--- src/rtl/decode_stage.sv ---
// Decode stage: register-file addressing, same-cycle write-back bypass,
// control decode, load-use interlock and a registered ID/EX bundle.
module decode_stage #(
    parameter int DW = 32,
    parameter int RW = 5
) (
    input  logic          clk,
    input  logic          rst_n,
    input  logic          if_valid,
    input  logic [31:0]   if_insn,
    input  logic [DW-1:0] if_pc,
    output logic          id_ready,
    input  logic          flush,
    output logic [RW-1:0] source1,
    output logic [RW-1:0] source2,
    input  logic [DW-1:0] s1val,
    input  logic [DW-1:0] s2val,
    input  logic          wb_en,
    input  logic [RW-1:0] wb_dest,
    input  logic [DW-1:0] wb_val,
    input  logic          ex_ready,
    output logic          ex_valid,
    output logic [DW-1:0] ex_pc,
    output logic [DW-1:0] ex_rs_val,
    output logic [DW-1:0] ex_rt_val,
    output logic [DW-1:0] ex_imm,
    output logic [RW-1:0] ex_dest,
    output logic [5:0]    ex_opcode,
    output logic [5:0]    ex_funct,
    output logic [4:0]    ex_shamt,
    output logic          ex_reg_write,
    output logic          ex_mem_read,
    output logic          ex_mem_write,
    output logic          ex_branch,
    output logic          ex_jump,
    output logic          ex_illegal
);

    logic          d_v;
    logic [31:0]   d_insn;
    logic [DW-1:0] d_pc;
    logic          x_v;

    logic [5:0]    op;
    logic [RW-1:0] rs;
    logic [RW-1:0] rt;
    logic [RW-1:0] rd;
    logic          uses_rs;
    logic          uses_rt;
    logic          hazard;
    logic          x_free;
    logic          d_move;

    logic [RW-1:0] dc_dest;
    logic [DW-1:0] dc_imm;
    logic          dc_rw;
    logic          dc_mr;
    logic          dc_mw;
    logic          dc_br;
    logic          dc_j;
    logic          dc_ill;
    logic [DW-1:0] rs_val;
    logic [DW-1:0] rt_val;

    assign op = d_insn[31:26];
    assign rs = RW'(d_insn[25:21]);
    assign rt = RW'(d_insn[20:16]);
    assign rd = RW'(d_insn[15:11]);

    assign uses_rs = !(op == 6'h02 || op == 6'h03 || op == 6'h0F);
    assign uses_rt = (op == 6'h00) || (op == 6'h2B) ||
                     (op == 6'h04) || (op == 6'h05);

    assign hazard = d_v & x_v & ex_mem_read & ex_reg_write &
                    ((ex_dest == rs & uses_rs) | (ex_dest == rt & uses_rt));

    assign x_free   = !x_v | ex_ready;
    assign d_move   = d_v & x_free & !hazard;
    assign id_ready = !d_v | d_move;
    assign ex_valid = x_v;

    // While D is stalled the regfile keeps re-reading the held operands
    assign source1 = id_ready ? RW'(if_insn[25:21]) : rs;
    assign source2 = id_ready ? RW'(if_insn[20:16]) : rt;

    // Operand merge: a write landing after the regfile sampled wins
    always_comb begin
        rs_val = s1val;
        rt_val = s2val;
        if (wb_en && wb_dest == rs) rs_val = wb_val;
        if (wb_en && wb_dest == rt) rt_val = wb_val;
        if (rs == '0) rs_val = '0;
        if (rt == '0) rt_val = '0;
    end

    // Control decode of the instruction held in D
    always_comb begin
        dc_dest = '0;
        dc_imm  = DW'($signed(d_insn[15:0]));
        dc_rw   = 1'b0;
        dc_mr   = 1'b0;
        dc_mw   = 1'b0;
        dc_br   = 1'b0;
        dc_j    = 1'b0;
        dc_ill  = 1'b0;
        unique case (op)
            6'h00: begin
                dc_dest = rd;
                if (d_insn[5:0] == 6'h08) dc_j = 1'b1;
                else dc_rw = 1'b1;
            end
            6'h08, 6'h09, 6'h0A: begin
                dc_dest = rt;
                dc_rw   = 1'b1;
            end
            6'h0C, 6'h0D, 6'h0E: begin
                dc_dest = rt;
                dc_imm  = DW'(d_insn[15:0]);
                dc_rw   = 1'b1;
            end
            6'h0F: begin
                dc_dest = rt;
                dc_imm  = DW'({d_insn[15:0], 16'h0000});
                dc_rw   = 1'b1;
            end
            6'h23: begin
                dc_dest = rt;
                dc_mr   = 1'b1;
                dc_rw   = 1'b1;
            end
            6'h2B: dc_mw = 1'b1;
            6'h04, 6'h05: dc_br = 1'b1;
            6'h02: begin
                dc_j   = 1'b1;
                dc_imm = DW'(d_insn[25:0]);
            end
            6'h03: begin
                dc_j    = 1'b1;
                dc_imm  = DW'(d_insn[25:0]);
                dc_dest = RW'(31);
                dc_rw   = 1'b1;
            end
            default: dc_ill = 1'b1;
        endcase
        if (dc_dest == '0) dc_rw = 1'b0;
    end

    // D slot: accept from fetch, drain into X
    always_ff @(posedge clk) begin
        if (!rst_n) begin
            d_v    <= 1'b0;
            d_insn <= '0;
            d_pc   <= '0;
        end else if (flush) begin
            d_v <= 1'b0;
        end else if (if_valid && id_ready) begin
            d_v    <= 1'b1;
            d_insn <= if_insn;
            d_pc   <= if_pc;
        end else if (d_move) begin
            d_v <= 1'b0;
        end
    end

    // X slot: registered bundle, held while execute back-pressures
    always_ff @(posedge clk) begin
        if (!rst_n) begin
            x_v          <= 1'b0;
            ex_pc        <= '0;
            ex_rs_val    <= '0;
            ex_rt_val    <= '0;
            ex_imm       <= '0;
            ex_dest      <= '0;
            ex_opcode    <= '0;
            ex_funct     <= '0;
            ex_shamt     <= '0;
            ex_reg_write <= 1'b0;
            ex_mem_read  <= 1'b0;
            ex_mem_write <= 1'b0;
            ex_branch    <= 1'b0;
            ex_jump      <= 1'b0;
            ex_illegal   <= 1'b0;
        end else if (flush) begin
            x_v <= 1'b0;
        end else if (x_free) begin
            x_v <= d_move;
            if (d_move) begin
                ex_pc        <= d_pc;
                ex_rs_val    <= rs_val;
                ex_rt_val    <= rt_val;
                ex_imm       <= dc_imm;
                ex_dest      <= dc_dest;
                ex_opcode    <= op;
                ex_funct     <= d_insn[5:0];
                ex_shamt     <= d_insn[10:6];
                ex_reg_write <= dc_rw;
                ex_mem_read  <= dc_mr;
                ex_mem_write <= dc_mw;
                ex_branch    <= dc_br;
                ex_jump      <= dc_j;
                ex_illegal   <= dc_ill;
            end
        end
    end

endmodule
--- config.mk ---
export PLATFORM = sky130hd
export DESIGN_NAME = decode_stage
export DESIGN_NICKNAME = d
export VERILOG_FILES = /design/src/rtl/decode_stage.sv
export SDC_FILE = /design/constraint.sdc
export NUM_CORES = 1
export LEC_CHECK = 0
export ABC_CLOCK_PERIOD_IN_PS = 3100
export CAP_MARGIN = 25
export CORE_ASPECT_RATIO = 2
export CORE_MARGIN = 1
export CORE_UTILIZATION = 57
export DETAILED_ROUTE_END_ITERATION = 16
export DONT_BUFFER_PORTS = 1
export PLACE_DENSITY_LB_ADDON = 0.3
export SLEW_MARGIN = 20
export SYNTH_ARGS = -nofsm -noshare
export SYNTH_HDL_FRONTEND = slang
export SYNTH_SLANG_ARGS = --single-unit
--- constraint.sdc ---
create_clock -name clk -period 3.1 [get_ports clk]
set_clock_uncertainty 0.2 [all_clocks]
set_input_delay 0.62 -clock clk [delete_from_list [all_inputs] [get_ports clk]]
set_output_delay 0.62 -clock clk [all_outputs]
set_load 0.05 [all_outputs]
==> results.sh, run 1 <==
export IMPL_status="finished, violations left"
export IMPL_violations="setup timing"
export IMPL_num_io_pins=339
export IMPL_slew_headroom_pct=43.99
export IMPL_finalPower_mw=6.200
export IMPL_grt_pass1_vias=8381
export IMPL_routed_wl_um=30240
export IMPL_max_stage_delay_ns=0.54
export IMPL_whs_ns=0.04664
export IMPL_synthXorXnorAreaFrac_pct=1.757
export IMPL_yosys_area_share_simple_pct=17.34
export IMPL_critical_path_max_fanout=12
export IMPL_syn_inst=1193
export IMPL_hold_viol_final=0
export IMPL_synth_edf_count=0
export IMPL_maxCapViolations=0
export IMPL_vias_per_cell=6.627
export IMPL_drt_iter0_markers=648
export IMPL_via_count=8966
export IMPL_peakVddDrop_mv=0.4748
export IMPL_die_height_um=189.1
export IMPL_critical_path_arrival_ns=2.68
export IMPL_endpoint_kind="primary output"
export IMPL_critPathMostFrequentCell="or4_4"
export IMPL_clk_path_buf_depth=3
export IMPL_cts_made_buffers=20
export IMPL_netlist_area_leader_share_pct=44.57
export IMPL_p_per_area_mw_per_mm2=565.5
export IMPL_ys_async_sr_fraction_pct=0
export IMPL_path_cells="nand3_2 -> or4_4 -> or4_4 -> o21ai_4 -> buf_12 -> mux2_4"
export IMPL_critical_path_class="flip-flop to primary output"
export IMPL_final_min_clock_period_ns=3.496
export IMPL_synth_adder_area_share_pct=0
export IMPL_start_util_pct=58.02
export IMPL_n_antenna_cell=0
export IMPL_cts_root_buf="clkbuf_16"
export IMPL_ys_warn_count=0
export IMPL_first_pass_iters=5
export IMPL_clkTransAtPathRegs_ns=0.08
export IMPL_synth_seq_cells=222
export IMPL_cp_required_ns=2.28
export IMPL_synth_top_family_by_area="compound AO/OA/AOI/OAI gates"
export IMPL_yosysSeqAreaShare_pct=44.57
export IMPL_core_rowCount=68
export IMPL_timing_critical_path_buf_inv=1
export IMPL_post_cts_setup_buffers=0
export IMPL_clkSinkCount=222
export IMPL_track_usage_pct=31.89
export IMPL_synth_compound_area_share_pct=21.61
export IMPL_worstMarginPinSlew_ns=0.8337
export IMPL_core_mm2=0.01719
export IMPL_ant_nets=0
export IMPL_drive_gt1_share_pct=14.00
export IMPL_clock_latency_ns=0.50
export IMPL_synth_nets=1364
export IMPL_rsz0062_at_grt="yes"
export IMPL_cts_tree="yes"
export IMPL_leakage_nw=3.757
export IMPL_yosys_top_cells_area="dfxtp_1 45%, o21ai_0 8.9%, a21oi_1 7.8%"
export IMPL_die_x_um=95.53
export IMPL_slowest_stage="or4_4"
export IMPL_critPathTopFamily="simple AND/OR/NAND/NOR gates"
export IMPL_antenna_found_initial=0
export IMPL_final_setup_viol_count=11
export IMPL_portBuffers=0
export IMPL_die_area_mm2=0.01806
export IMPL_fin_ws_ns=-0.3959
export IMPL_drc=0
export IMPL_place_gp_congestion=0.9183
export IMPL_dp_hpwl_um=20980
export IMPL_ys_types=47
export IMPL_synth_area_per_cell_um2=8.359
export IMPL_grt_pass1_wl_um=44930
export IMPL_syn_to_final_growth_pct=9.937
export IMPL_finalCritPeriodShare_pct=112.8
export IMPL_yosysTopAreaCell="dfxtp_1"
export IMPL_ys_flop_type="dfxtp_1"
export IMPL_wl_per_cell_um=22.35
export IMPL_timing_fmax_mhz=286.0
export IMPL_fin_nets=1300
export IMPL_grt_overflow=0
export IMPL_syn_area_mm2=0.009972
export IMPL_grt_max_degree=135
export IMPL_h_tree_depth=1
export IMPL_synthMuxAreaShare_pct=8.356
export IMPL_startpoint_type="flip-flop"
export IMPL_post_place_ws_ns=0.02844
export IMPL_drv_slew=0
export IMPL_worstHoldPathType="primary input to flip-flop"
==> worst paths after layout <==
path | start | endpoint | slack [ns] | depth (start not counted)
worst max register to register | d_insn[27] | ex_reg_write | 0.21 | 8
worst min-delay path | if_insn[26] | d_insn[26] | 0.05 | 2
worst min register to register | d_pc[2] | d_pc[2] | 0.26 | 2
worst max-delay path | ex_mem_read | source1[0] | -0.40 | 6
==> metal layers <==
metal  part of all wire [%]  track usage, %  up-vias
met1                     33           32.90     4235
met3                    8.7           7.390       81
met4                    4.8           15.50        0
li1                       -               -     4214
met2                     53           58.35      436
met5                      0               0        -
==> per-stage QoR <==
| stage | std cells | utilization (%) | setup TNS (ns) | instance area, um^2 |
|---|---|---|---|---|
| floorplan | 1193 | - | 0 | 10030 |
| global placement | 1315 | 59.50 | 0 | 10230 |
| detailed placement | 1315 | 59.50 | 0 | 10230 |
| CTS | 1352 | 63.67 | -4.363 | 10940 |
| global route | 1353 | 63.79 | -4.751 | 10960 |
| finish | 1353 | 63.79 | -4.148 | 10960 |
==> logic make-up (layout without fill, tap and decap cells) <==
| group | after synthesis | in the layout |
|---|---|---|
| AO/OA/AOI/OAI | 395 | 395 |
| AND/OR/NAND/NOR | 335 | 335 |
| XOR/XNOR | 20 | 20 |
| multiplexers | 74 | 74 |
| buffers and inverters | 147 | 97 |
| flip-flops | 222 | 222 |
==> cell type report <==
cell class	count	area, um^2
inverters	5	21.27
multi-input cells	824	4984
clock buffers	28	611.8
flip-flops and latches	222	4466
fillers	1509	6223
clock inverters	8	71.32
repair buffers	56	546.8
well taps	210	262.8
==> registers in the layout (all words and copies together), names as in the netlist, 5 cells and up <==
signal	flops
d_insn	32
d_pc	32
ex_imm	32
ex_pc	32
ex_rs_val	32
ex_rt_val	32
ex_funct	6
ex_opcode	6
ex_dest	5
ex_shamt	5
==> cells in the mapped netlist, drive strengths merged (6+ instances only) <==
library cell,count
a211oi,9
a21oi,155
a221o,10
a221oi,6
buf,36
clkbuf,106
dfxtp,222
mux2,74
nand2,72
nand3,117
nand4,84
nor2,11
nor3,27
o21ai,199
xor2,16
==> cell usage in the layout (no fill, tap or decap), drive strengths merged, types with 3 or more instances in the layout <==
cell / Yosys / final
mux2: 74 / 74
or2: 3 / 3
nand4: 84 / 84
clkinv: 0 / 6
a221o: 10 / 10
nor4: 5 / 5
o21ai: 199 / 199
inv: 5 / 5
o211a: 5 / 5
a211oi: 9 / 9
or4: 3 / 3
a2111o: 5 / 5
a21oi: 155 / 155
dfxtp: 222 / 222
nor2b: 4 / 4
xnor2: 4 / 4
clkbuf: 106 / 28
nor2: 11 / 11
a221oi: 6 / 6
and3: 3 / 3
nand2: 72 / 72
xor2: 16 / 16
nand3: 117 / 117
nor3: 27 / 27
buf: 36 / 55
==> report_power, final <==
group	total [mW]	internal [mW]	switching, mW
Combinational	0.577	0.191	0.386
Sequential	3.07	2.92	0.149
Clock	2.56	1.47	1.09
==> what timing repair did <==
action                                  4_1_cts  5_1_grt
hold buffers                                  1        0
endpoints found under the hold margin         2        0
gates resized for setup                       5        3
endpoints found under the setup margin       11       27
No activity file was read; power rests on OpenSTA's default activity.
==> run 2, diff against run 1 <==
--- a/config.mk
+++ b/config.mk
@@ -5,11 +5,11 @@
 export SDC_FILE = /design/constraint.sdc
 export NUM_CORES = 1
 export LEC_CHECK = 0
-export ABC_CLOCK_PERIOD_IN_PS = 3100
+export ABC_CLOCK_PERIOD_IN_PS = 3800
 export CAP_MARGIN = 25
 export CORE_ASPECT_RATIO = 2
-export CORE_MARGIN = 1
-export CORE_UTILIZATION = 57
+export CORE_MARGIN = 2
+export CORE_UTILIZATION = 60
 export DETAILED_ROUTE_END_ITERATION = 16
 export DONT_BUFFER_PORTS = 1
 export PLACE_DENSITY_LB_ADDON = 0.3
==> constraint.sdc (replaced) <==
create_clock -name clk -period 3.8 [get_ports clk]
set_clock_uncertainty 0.2 [all_clocks]
set_input_delay 0.76 -clock clk [delete_from_list [all_inputs] [get_ports clk]]
set_output_delay 0.76 -clock clk [all_outputs]
set_load 0.05 [all_outputs]
==> run 2 against run 1 <==
- the flow still finishes with violations (setup timing)
- design area decreased by 1.6%
- power decreased by 18%
- critical path depth unchanged
- sequential share of layout area increased by 0.49 points
- global-route usage increased by 0.36 points
- core utilization increased by 2.5 points
- sequential power decreased by 18%
- flip-flop and latch count unchanged
- via count increased by 0.83%
- combinational power decreased by 23%
- largest cell class unchanged
==> results.sh, run 2 (synthesis results as in run 1) <==
export IMPL_core_mm2=0.01627
export IMPL_cp_required_ns=2.84
export IMPL_finalPower_mw=5.089
export IMPL_clock_latency_ns=0.49
export IMPL_p_clk_share_pct=41.8
export IMPL_critPathMostFrequentCell="or4_4"
export IMPL_netSwitchingFraction_pct=25.70
export IMPL_die_area_mm2=0.01773
export IMPL_h_tree_depth=1
export IMPL_p_int_mw=3.781
export IMPL_post_route_util_pct=66.29
export IMPL_finalInstanceArea_mm2=0.01078
export IMPL_cts_root_buf="clkbuf_16"
export IMPL_hold_buffers=0
export IMPL_drc=0
export IMPL_die_height_um=186.3
export IMPL_critical_path_max_fanout=6
export IMPL_dp_hpwl_um=20260
export IMPL_final_common_cell="dfxtp_1"
export IMPL_grt_max_degree=135
export IMPL_clk_path_buf_depth=3
export IMPL_core_rowCount=66
export IMPL_critPathTopFamily="simple AND/OR/NAND/NOR gates"
export IMPL_routed_wl_um=30490
export IMPL_worstHoldPathType="primary input to flip-flop"
export IMPL_via_count=9040
export IMPL_syn_to_final_growth_pct=8.143
export IMPL_final_min_clock_period_ns=3.834
export IMPL_grt_overflow=0
export IMPL_slowest_stage="or4_4"
export IMPL_antenna_found_initial=3
export IMPL_violations="setup timing"
export IMPL_switchingPower_mw=1.308
export IMPL_critical_path_arrival_ns=2.87
export IMPL_fin_nets=1282
export IMPL_worstMarginPinSlew_ns=0.8369
export IMPL_rsz0062_at_grt="yes"
export IMPL_finalCritPeriodShare_pct=100.9
export IMPL_final_cell_mix="221 x dfxtp_1, 178 x o21ai_0, 155 x a21oi_1, 115 x nand3_1, 84 x nand4_1"
export IMPL_cts_tree="yes"
export IMPL_clkTransAtPathRegs_ns=0.07
export IMPL_post_place_ws_ns=0.4606
export IMPL_peakVddDrop_mv=0.3836
export IMPL_dpl_instance_area_mm2=0.01002
export IMPL_final_cells=1331
export IMPL_maxCapViolations=0
export IMPL_dpl_cell_count=1291
export IMPL_fill_cells=1400
export IMPL_drive_gt1_share_pct=12.10
export IMPL_endpoint_kind="primary output"
export IMPL_status="finished, violations left"
export IMPL_grt_pass1_wl_um=45660
export IMPL_portBuffers=0
export IMPL_whs_ns=0.1352
export IMPL_num_io_pins=339
export IMPL_timing_fmax_mhz=260.9
export IMPL_leakage_nw=3.642
export IMPL_critical_path_class="flip-flop to primary output"
export IMPL_track_usage_pct=32.25
export IMPL_slew_headroom_pct=44.20
export IMPL_die_x_um=95.16
export IMPL_grt_pass1_vias=8389
export IMPL_drv_slew=0
export IMPL_vias_per_cell=6.792
export IMPL_cts_made_buffers=19
export IMPL_path_cells="xor2_1 -> or4_4 -> or4_4 -> o21ai_4 -> buf_6 -> mux2_2"
export IMPL_ant_nets=0
export IMPL_p_comb_share_pct=8.8
export IMPL_p_per_area_mw_per_mm2=471.9
export IMPL_start_util_pct=61.30
export IMPL_timing_critical_path_buf_inv=1
export IMPL_hold_viol_final=0
export IMPL_pwr_share_seq_pct=49.4
export IMPL_max_stage_delay_ns=0.53
export IMPL_final_setup_viol_count=10
export IMPL_wl_per_cell_um=22.91
export IMPL_fin_ws_ns=-0.03356
export IMPL_clkSinkCount=222
export IMPL_first_pass_iters=7
export IMPL_startpoint_type="flip-flop"
export IMPL_drt_iter0_markers=557
export IMPL_fin_setup_tns_ns=-0.2090
export IMPL_place_gp_congestion=0.8998
run 2: changes by cell type in the layout (fill, tap and decap cells not counted), moves of 3 or more:
cell,change
buf_4,-17
dfxtp_1,+6
dfxtp_4,-5
mux2_2,+5
mux2_4,-5
bufinv_16,+3
clkbuf_8,-3
diode_2,+3
run 2: path summary, 6_finish.rpt:
| check | start | to | slack, ns | depth (start not counted) |
|---|---|---|---|---|
| worst max-delay path | d_insn[24] | source1[3] | -0.03 | 6 |
| worst min-delay path | flush | d_v | 0.14 | 1 |
| worst max register to register | d_insn[24] | ex_pc[26] | 0.70 | 8 |
| worst min register to register | d_pc[0] | d_pc[0] | 0.26 | 2 |
run 2: area by class of cell:
cell class,instances,area (um^2),share of cell area [%]
multi-input cells,824,4965,46.04
flip-flops and latches,222,4446,41.22
clock buffers,23,520.5,4.827
repair buffers,39,407.9,3.782
well taps,204,255.2,2.367
clock inverters,11,161.4,1.497
inverters,5,21.27,0.1972
diodes,3,7.507,0.06961
run 2: power by group through the flow:
stage	Sequential (mW)	Combinational (mW)	Clock, mW
6_report	2.52	0.445	2.13
5_1_grt	2.52	0.481	2.24
4_1_cts	2.51	0.437	2.15
3_5_place_dp	2.57	0.435	0
3_3_place_gp	2.57	0.425	0
2_1_floorplan	2.54	0.351	0
run 2: routing by layer:
layer / track usage [%] / vias up / wire (um)
li1: - / 4192 / -
met1: 35.19 / 4234 / 10390
met2: 55.82 / 509 / 15590
met3: 8.074 / 105 / 2778
met4: 16.89 / 0 / 1738
met5: 0 / - / 0
run 2: worst register-to-register path, delay by kind of cell (launching register included):
| family | cells | cell delay [ns] |
|---|---|---|
| xor gates and xnor gates | 1 | 0.16 |
| buffers and inverters | 2 | 0.56 |
| DFF | 1 | 0.32 |
| and+or+nand+nor | 3 | 1.33 |
| AOI/OAI and AO/OA | 2 | 0.44 |
run 2: timing repair:
action,in CTS,in global routing
pin swaps,0,2
resized for setup,4,10
endpoints found under the setup margin,10,10
cloned,0,1
buffers inserted,0,1
==> run 3, diff against run 2 <==
--- a/config.mk
+++ b/config.mk
@@ -5,6 +5,7 @@
 export SDC_FILE = /design/constraint.sdc
 export NUM_CORES = 1
 export LEC_CHECK = 0
+export ABC_AREA = 1
 export ABC_CLOCK_PERIOD_IN_PS = 3800
 export CAP_MARGIN = 25
 export CORE_ASPECT_RATIO = 2
==> run 3 against run 2 <==
- the run now ends clean
- maximum frequency increased by 5.3%
- critical path depth increased by 4
- sequential share of layout area shrank 2.4 points
- global-route usage is 0.13 points lower
- core utilization decreased by 0.055 points
- first-iteration DRC count down 10%
- clock-buffer cell count is 7 higher
- via count rose by 11%
- register-to-register slack improved by 0.25 ns
- power grew 5.0%
- synthesized area grew 5.7%
- synthesized cell count up 33%
- critical path type unchanged
- highest routed layer unchanged
==> results.sh, run 3 <==
export IMPL_ys_top_cells_by_count="445 x nand2_1, 243 x a21oi_1, 222 x dfxtp_1, 183 x inv_1, 113 x nor2_1"
export IMPL_cts_root_buf="clkbuf_16"
export IMPL_dp_hpwl_um=22770
export IMPL_rsz0062_at_grt="yes"
export IMPL_fill_cells=1547
export IMPL_synth_seq_cells=222
export IMPL_netlist_area_leader_share_pct=42.16
export IMPL_leakage_nw=5.078
export IMPL_final_setup_viol_count=0
export IMPL_critical_path_max_fanout=33
export IMPL_clkTransAtPathRegs_ns=0.06
export IMPL_critical_path_class="flip-flop to primary output"
export IMPL_num_io_pins=339
export IMPL_met1_length_um=10740
export IMPL_grt_pass1_vias=9245
export IMPL_die_x_um=97.73
export IMPL_fin_ws_ns=0.1607
export IMPL_yosysSeqAreaShare_pct=42.16
export IMPL_portBuffers=0
export IMPL_synth_nets=1753
export IMPL_cts_made_buffers=20
export IMPL_fin_nets=1704
export IMPL_timing_fmax_mhz=274.8
export IMPL_grt_overflow=0
export IMPL_finalCritPeriodShare_pct=95.77
export IMPL_drc=0
export IMPL_syn_inst=1582
export IMPL_fin_setup_tns_ns=0
export IMPL_core_rowCount=68
export IMPL_start_util_pct=61.03
export IMPL_grt_pass1_wl_um=48740
export IMPL_place_gp_congestion=0.9828
export IMPL_critical_path_arrival_ns=2.68
export IMPL_die_area_mm2=0.01871
export IMPL_first_pass_iters=5
export IMPL_post_route_util_pct=66.23
export IMPL_synth_edf_count=0
export IMPL_peakVddDrop_mv=0.4770
export IMPL_clock_latency_ns=0.49
export IMPL_via_count=10080
export IMPL_grt_max_degree=168
export IMPL_syn_area_mm2=0.01054
export IMPL_drive_gt1_share_pct=5.505
export IMPL_n_antenna_cell=0
export IMPL_ys_async_sr_fraction_pct=0
export IMPL_final_common_cell="nand2_1"
export IMPL_ys_flop_type="dfxtp_1"
export IMPL_track_usage_pct=32.13
export IMPL_drv_slew=0
export IMPL_hold_viol_final=0
export IMPL_routed_wl_um=31910
export IMPL_final_min_clock_period_ns=3.639
export IMPL_drt_iter0_markers=500
export IMPL_dr_wl_met3_um=2660
export IMPL_r2r_setup_slack_ns=0.95
export IMPL_yosysTopAreaCell="dfxtp_1"
export IMPL_endpoint_kind="primary output"
export IMPL_cts_tree="yes"
export IMPL_clkSinkCount=222
export IMPL_synth_area_per_cell_um2=6.663
export IMPL_finalInstanceArea_mm2=0.01144
export IMPL_maxCapViolations=0
export IMPL_post_place_ws_ns=0.5155
export IMPL_synth_most_common_cell="nand2_1"
export IMPL_antenna_found_initial=0
export IMPL_ys_warn_count=0
export IMPL_top_layer_used="met4"
export IMPL_final_cell_mix="444 x nand2_1, 243 x a21oi_1, 222 x dfxtp_1, 183 x inv_1, 111 x nor2_1"
export IMPL_met2WireLength_um=16550
export IMPL_dpl_instance_area_mm2=0.01075
export IMPL_status="completed"
export IMPL_startpoint_type="flip-flop"
export IMPL_post_cts_setup_buffers=0
export IMPL_wl_per_cell_um=18.19
export IMPL_worstHoldPathType="primary input to flip-flop"
export IMPL_ys_types=32
export IMPL_syn_to_final_growth_pct=8.522
export IMPL_cp_required_ns=2.84
export IMPL_core_mm2=0.01727
export IMPL_h_tree_depth=1
export IMPL_vias_per_cell=5.745
export IMPL_ant_nets=0
export IMPL_die_height_um=191.5
export IMPL_slew_headroom_pct=42.77
export IMPL_worstMarginPinSlew_ns=0.8546
export IMPL_whs_ns=0.1885
export IMPL_p_per_area_mw_per_mm2=467.1
export IMPL_clk_path_buf_depth=3
export IMPL_yosys_top_cells_area="dfxtp_1 42%, nand2_1 16%, a21oi_1 12%"
run 3: layer usage:
metal	GRT usage, %	vias up
met5	0	-
met1	32.97	4559
met3	8.117	107
li1	-	4952
met4	17.41	0
met2	58.99	459
run 3: kinds of logic after synthesis:
kind of cell | count (synthesis) | share of synthesized area (%)
xor gates and xnor gates | 7 | 0.5816
buffers and inverters | 304 | 12.21
and+or+nand+nor | 691 | 26.85
AOI/OAI and AO/OA | 358 | 18.20
DFF | 222 | 42.16
run 3: final timing paths:
kind,endpoint,startpoint,depth (start not counted)
setup / recovery,source1[2],d_insn[29],10
hold / removal,ex_rt_val[29],rst_n,2
setup reg to reg,ex_opcode[0],d_insn[29],11
hold reg to reg,ex_pc[29],d_pc[29],2
run 3: metrics by stage:
step | total power, mW | instances
2_1_floorplan | 3.143 | 1582
3_3_place_gp | 3.302 | 1721
3_5_place_dp | 3.315 | 1721
4_1_cts | 5.363 | 1754
5_1_grt | 5.539 | 1754
6_report | 5.344 | 1754
run 3: cell type report:
type | count | area [um^2] | area share [%]
flip-flops and latches | 222 | 4444 | 38.85
well taps | 210 | 262.8 | 2.297
inverters | 189 | 713.2 | 6.234
clock buffers | 30 | 599.3 | 5.239
multi-input cells | 1056 | 4850 | 42.39
repair buffers | 44 | 505.5 | 4.419
clock inverters | 3 | 65.06 | 0.5687
run 3: report_power, final:
| part | internal [mW] | total, mW | switching, mW |
|---|---|---|---|
| Sequential | 2.41 | 2.62 | 0.208 |
| Combinational | 0.229 | 0.653 | 0.424 |
| Clock | 1.22 | 2.07 | 0.849 |
run 3: what timing repair did:
action / in CTS / in global routing
setup endpoints to repair: 4 / 11
hold buffers: 0 / 0
gates resized for setup: 1 / 4
run 3: critical path, cell delays in order (launching register included):
cell and delay, ns:
dfxtp_1 0.39, nor2_2 0.20, nand3_1 0.19, nand3_1 0.17, nand3_1 0.08, nand2_1 0.11
nand2_4 0.19, nand2_2 0.19, nand2_8 0.17, o21ai_1 0.29, buf_12 0.18
